### src/rtl/add_full.sv
// Registered WIDTH-bit ripple-carry full adder with a valid strobe.
// Define ADD_FULL_OVF_EN to add the registered signed-overflow output ovf.
module add_full #(
  parameter int WIDTH = 1
) (
  input  logic             clk,
  input  logic             rst,
  input  logic             in_valid,
  input  logic [WIDTH-1:0] a,
  input  logic [WIDTH-1:0] b,
  input  logic             cin,
  output logic             out_valid,
  output logic [WIDTH-1:0] soma,
  output logic             cout
`ifdef ADD_FULL_OVF_EN
  ,
  output logic             ovf
`endif
);

  logic [WIDTH:0]   c;
  logic [WIDTH-1:0] s;

  assign c[0] = cin;

  for (genvar i = 0; i < WIDTH; i++) begin : g_cell
    assign s[i]   = a[i] ^ b[i] ^ c[i];
    assign c[i+1] = (a[i] & b[i]) | (c[i] & (a[i] ^ b[i]));
  end

`ifdef ADD_FULL_OVF_EN
  logic ovf_d;
  // For WIDTH=1, c[WIDTH-1] is cin itself.
  assign ovf_d = c[WIDTH] ^ c[WIDTH-1];
`endif

  // Outputs hold across idle cycles; only out_valid drops.
  always_ff @(posedge clk) begin
    if (rst) begin
      out_valid <= 1'b0;
      soma      <= '0;
      cout      <= 1'b0;
`ifdef ADD_FULL_OVF_EN
      ovf       <= 1'b0;
`endif
    end else begin
      out_valid <= in_valid;
      if (in_valid) begin
        soma <= s;
        cout <= c[WIDTH];
`ifdef ADD_FULL_OVF_EN
        ovf  <= ovf_d;
`endif
      end
    end
  end

endmodule

### config.mk
export PLATFORM = sky130hd
export DESIGN_NAME = add_full
export DESIGN_NICKNAME = d
export VERILOG_FILES = /design/src/rtl/add_full.sv
export SDC_FILE = /design/constraint.sdc
export NUM_CORES = 1
export LEC_CHECK = 0
export CAP_MARGIN = 5
export CORE_AREA = 3 3 40 42
export DETAILED_ROUTE_END_ITERATION = 10
export DIE_AREA = 0 0 43 45
export PLACE_DENSITY = 0.32
export SYNTH_ARGS = -nofsm -noshare
export SYNTH_HDL_FRONTEND = slang
export SYNTH_SLANG_ARGS = --single-unit
### constraint.sdc
create_clock -name clk -period 1.2 [get_ports clk]
set_input_delay 0.18 -clock clk [delete_from_list [all_inputs] [get_ports clk]]
set_output_delay 0.18 -clock clk [all_outputs]
set_load 0.01 [all_outputs]
==> out/results.tsv <==
stage	metric	value	unit
synth	post-synthesis mux area share	17.6	%
sta	measured slew at the worst slew-check pin	0.159	ns
worst_setup_path	CP endpoint kind	flop	
synth	area share of fa/ha/maj cells after synthesis	17.6	%
floorplan	Rows	13	
clock_tree	# clock sinks	3	
synth	FF+latch count, synth	3	
drt	vias	110	
clock_tree	clock latency on the worst-skew pair	0.23	ns
global_route	first-pass GRT wire length	483	um
worst_setup_path	crit-path cells	clkdlybuf4s50_1, fa_1, mux2i_1, nor2_1	
final_layout	Area Growth Syn to Fin	107	%
final_layout	Post-layout nets	29	
power_and_ir_drop	Lkg Pwr	0.000106	uW
worst_setup_path	worst reg-to-reg setup slack	0.62	ns
worst_setup_path	Max FO, Critical Path	1	
power_and_ir_drop	cell area power density	1440	nW/um^2
final_layout	fin area	235	um^2
synth	YS warnings	0	
worst_setup_path	CP top delay family	adder cells	
drt	DRC viols	0	
drt	WL final	305	um
outcome	status	completed	
clock_tree	Reg clk slew, reported paths	0.04	ns
worst_setup_path	CP required	1.33	ns
placement	placed cell count	32	
synth	Mapped Cells	9	
synth	Avg Inst Size Synth	12.7	um^2
global_route	initial antenna violation count	0	
floorplan	Ports	9	
floorplan	Die X	43	um
drt	Detailed Route Iter0 Violations	2	
synth	Seq/Total Area, Yosys	52.7	%
min_path	Worst Hold Depth	2	
sta	final critical-path required period	1.16	ns
worst_setup_path	WP buf/inv	1	
final_layout	layout cells sized above 1	14.3	%
placement	PortBufs	8	
clock_tree	TritonCTS Buffers	3	
sta	final worst path period share	96.9	%
worst_setup_path	Setup CP Type	in -> reg	
floorplan	core footprint	1280	um^2
worst_setup_path	CP max-delay cell	fa_1	
clock_tree	maximum clock path buffer count	2	
global_route	GRT busiest layer	met4	
worst_setup_path	Crit path depth	4	
synth	Synth Cell Area	114	um^2
sta	Fmax	0.860	GHz
worst_setup_path	r2r worst-path depth	2	
clock_tree	hold buffers post-CTS	0	
worst_setup_path	RR Endpoint	cout	
worst_setup_path	CP peak stage delay	0.48	ns
worst_setup_path	WP data arrival	1.29	ns
power_and_ir_drop	total power	338	uW
drt	via/cell ratio	3.06	
synth	ranking of synthesized cells by area	dfxtp_1 53%, fa_1 18%, mux2i_1 18%	
placement	gp weighted congestion	0.647	
drt	drt wl/cell	8.47	um
sta	max-slew violations	0	
clock_tree	htree depth	1	
drt	drt first pass iters	4	
clock_tree	CTS tree	built	
global_route	total track usage	4.42	%
global_route	number of global-route vias before repair	119	
sta	final hold violation count	0	
min_path	Min-Delay Endpoint	soma	
global_route	largest net degree at the start of global routing	4	
synth	Post-Syn Nets	16	
global_route	met1 Use GR	3.86	%
sta	skew final	0	ns
global_route	gr ovfl total	0	
synth	area share of and/or/nand/nor cells after synthesis	12.1	%
floorplan	Initial Utilization	8.86	%
sta	Slew HR	89.3	%
synth	Synth Area in XOR/XNOR	0	%
global_route	grt met3 use	5.18	%
global_route	GR Util met2	3.59	%
final_layout	post-layout util	18.3	%
sta	RSZ-0062 raised after global routing	no	
worst_setup_path	Startpoint Class	input port	
min_path	Hold Path Class	reg -> reg	
power_and_ir_drop	Max IR drop VDD	0.217	mV
synth	Yosys cell types	5	
flow_run	Max Cap Viol	0	
drt	Detail Route Antenna Nets	0	
min_path	hold path start	soma	
synth	Yosys top cell by area	dfxtp_1	
placement	dpl cell area	213	um^2
sta	Setup Viol. Count Final	0	
final_layout	non-filler cells, final	36	
synth	top cell type's share of synthesized area	52.7	%
synth	largest family of logic cells by synthesized area	adder cells	
synth	post-synthesis compound-gate area fraction	0	%
final_layout	antenna diode count	0	
floorplan	die height	45	um
worst_setup_path	RR Startpoint	cout	
floorplan	DIE AREA	1940	um^2
clock_tree	Root Buffer Master	clkbuf_4	
[logic make-up (layout without fill, tap and decap cells)]
logic type                 Yosys count  count (layout)
DFF                                  3               3
and+or+nand+nor                      3               3
buffers and inverters                0              12
adders and majority gates            1               1
muxes                                2               2
[layout by cell type (no fill, tap or decap), drive strengths merged]
cell,instances
fa,1
mux2i,2
dlygate4sd2,3
dfxtp,3
clkbuf,4
clkdlybuf4s50,5
nor2b,1
nor2,2
[registers in the layout, indices dropped and copies added, names as in the netlist]
register / cells
out_valid: 1
soma: 1
cout: 1
[layout make-up]
class	count	area (um^2)
clock buffers	4	26.3
fillers	143	1050
multi-input cells	6	53.8
flip-flops and latches	3	60.1
well taps	15	18.8
repair buffers	8	76.3
[worst register-to-register path, stage by stage (launching register included)]
cell     delay, ns
dfxtp_1       0.31
mux2i_1       0.12
nor2_1        0.05
[where the power goes]
group / switching, uW / internal [uW]
registers: 3.06 / 108
clock network: 55.4 / 125
logic: 17.4 / 29.4
total: 75.8 / 262
[what timing repair did]
item                       CTS  global route
setup endpoints to repair    3             0
setup buffers                0             0
resized for setup            3             0
[worst max-delay path by stage]
| stage | from | to |
|---|---|---|
| 2_1_floorplan | a | soma |
| 3_3_place_gp | a | soma |
| 3_5_place_dp | a | soma |
| 4_1_cts | a | soma |
| 5_1_grt | a | soma |
| 6_report | a | soma |
[metrics by stage]
stage / worst slack [ns] / hold slack (ns) / TNS [ns]
finish: 0.0368 / 0.495 / 0
global route: 0.0160 / 0.544 / 0
CTS: 0.0266 / 0.500 / 0
detailed placement: -0.225 / 0.494 / -0.391
global placement: -0.215 / 0.484 / -0.372
floorplan: 0.285 / 0.252 / 0
[metal layers]
metal  up-vias  share of wire [%]
met3         2                 19
met5         -                  0
met1        46                 41
met4         0                4.9
met2        10                 34
li1         52                  -
[cell usage after synthesis (all sizes together)]
master	n
fa	1
mux2i	2
nor2	2
dfxtp	3
nor2b	1
No activity file was read; power rests on OpenSTA's default activity.
==> edit, RTL diff (same flow settings) <==
Put one more register stage on the output `cout`, cleared by the reset. The value now appears one clock later. The other outputs are not delayed to match.
--- a/src/rtl/add_full.sv
+++ b/src/rtl/add_full.sv
@@ -17,6 +17,8 @@
   output logic             ovf
 `endif
 );
+
+  logic cout_s0;
 
   logic [WIDTH:0]   c;
   logic [WIDTH-1:0] s;
@@ -39,7 +41,7 @@
     if (rst) begin
       out_valid <= 1'b0;
       soma      <= '0;
-      cout      <= 1'b0;
+      cout_s0   <= 1'b0;
 `ifdef ADD_FULL_OVF_EN
       ovf       <= 1'b0;
 `endif
@@ -47,7 +49,7 @@
       out_valid <= in_valid;
       if (in_valid) begin
         soma <= s;
-        cout <= c[WIDTH];
+        cout_s0 <= c[WIDTH];
 `ifdef ADD_FULL_OVF_EN
         ovf  <= ovf_d;
 `endif
@@ -55,5 +57,13 @@
     end
   end
 
+  always_ff @(posedge clk) begin
+    if (rst) begin
+      cout <= '0;
+    end else begin
+      cout <= cout_s0;
+    end
+  end
+
 endmodule
 
Check against the original RTL: not equivalent (Yosys sat finds a counterexample within 4 cycles, from zero or initial values and one cycle with rst high).
==> edit against the unedited design <==
Clock skew up 0.00070 ns; total power up 4.3%; utilization up 2.1 points; global-route usage down 0.25 points; synthesized area up 23%; die area unchanged; clock power down 11%; count of clock-buffer cells in the layout down 1; cell area up 12%; worst setup slack better by 0.036 ns; wire length down 8.9%; first-iteration DRC count up 50%; sequential cell count up 1; highest routed layer is now met3.
==> edit: results (changes against the unedited design) <==
stage,metric,value,unit,change
critical_path,arrival,1.24,ns,was 1.29 ns
final_layout,num-fill-cells,144,,was 143
grt,grt_pass1_wl,496,um,was 483 um
routing,avgViaCountPerCell,3.19,,was 3.06
clocking,clock_latency,0.23,ns,about the same
place,gp_congestion,0.597,,was 0.647
grt,gr-usage-met3,5.98,%,was 5.18%
power,max-vdd-ir-drop,327,uV,was 217 uV
place,dp_cells,34,,was 32
sta,slew_headroom,89.6,%,was 89.3%
run_status,status,finished clean,,unchanged
grt,grt_start_max_net_pins,5,,was 4
routing,m1WireLength,138,um,was 126 um
final_layout,area_growth_syn_to_layout,87.5,%,was 107%
clocking,clockRootBuffer,clkbuf_4,,unchanged
sta,whs,0.405,ns,was 0.495 ns
final_layout,fin_cells,37,,was 36
critical_path,r2r_end,soma,,was cout
routing,wire_per_inst,7.51,um,was 8.47 um
routing,first_iter_violations,3,,was 2
critical_path,reg2reg_from,soma,,was cout
final_layout,final-clk-cell-share,8.57,%,was 11.2%
final_layout,ff_latch_area,80.1,um^2,was 60.1 um^2
grt,grt_util_met1,4.36,%,was 3.86%
routing,wl_met3,56,um,was 57 um
critical_path,critical_path.max_fanout,1,,unchanged
clocking,clock-sinks,4,,was 3
sta,timing.final.ws_setup,0.0728,ns,was 0.0368 ns
routing,top_layer_used,met3,,was met4
place,place_area,239,um^2,was 213 um^2
synth,synth_common_cells,"4 x dfxtp_1, 2 x mux2i_1, 2 x nor2_1, 2 x nor2b_1, 1 x fa_1",,"was 3 x dfxtp_1, 2 x mux2i_1, 2 x nor2_1"
routing,dr_wl_met2,82,um,was 105 um
final_layout,final.clkbuf_count,3,,was 4
grt,grt_usage,4.17,%,was 4.42%
synth,synth.area.top_cells,"dfxtp_1 57%, fa_1 14%, mux2i_1 14%",,"was dfxtp_1 53%, fa_1 18%, mux2i_1 18%"
final_layout,drive_gt1_share,13.6,%,was 14.3%
sta,fin_skew,0.000696,ns,was 0 ns
hold_path,worstHoldPathCells,4,,was 2
synth,syn_nets,18,,was 16
hold_path,hp-class,input pin to register,,was register to register
grt,grt_pass1_vias,113,,was 119
synth,syn-cell-area,140,um^2,was 114 um^2
synth,yosysSeqAreaShare,57.1,%,was 52.7%
final_layout,multi_input_cells,7,,was 6
final_layout,buffer_area_share,31.0,%,was 32.4%
final_layout,multi_input_area,60.1,um^2,was 53.8 um^2
final_layout,nets,31,,was 29
grt,met2_usage,3.29,%,was 3.59%
place,pre_cts_ws,-0.200,ns,was -0.225 ns
edit: how the worst max path moves through the flow:
stage,slack [ns],to,start,depth (start not counted)
after detailed placement,-0.20,soma,a,4
final,0.07,soma,cin,4
after global placement,-0.19,soma,a,4
after global routing,0.04,soma,cin,4
after floorplan,0.28,soma,a,3
after CTS,0.05,soma,a,4
edit: power breakdown:
group	total, W	leakage (nW)	internal (W)	switching [W]
clock	0.000161	0.0138	0.000111	0.0000493
sequential	0.000145	0.0330	0.000142	0.00000281
combinational	0.0000463	0.0868	0.0000286	0.0000177
edit: cells by family after synthesis:
kind of cell	share of synthesized area, %
adders and majority gates	14.3
DFF	57.1
muxes	14.3
and+or+nand+nor	14.3
edit: repair_timing:
item / in CTS / in global routing
gates resized for setup: 3 / 2
endpoints found under the setup margin: 3 / 1
hold buffers: 0 / 0
edit: critical path: stages:
cell and delay (ns):
clkdlybuf4s50_1 0.47, fa_1 0.41, mux2i_1 0.14, nor2_1 0.05
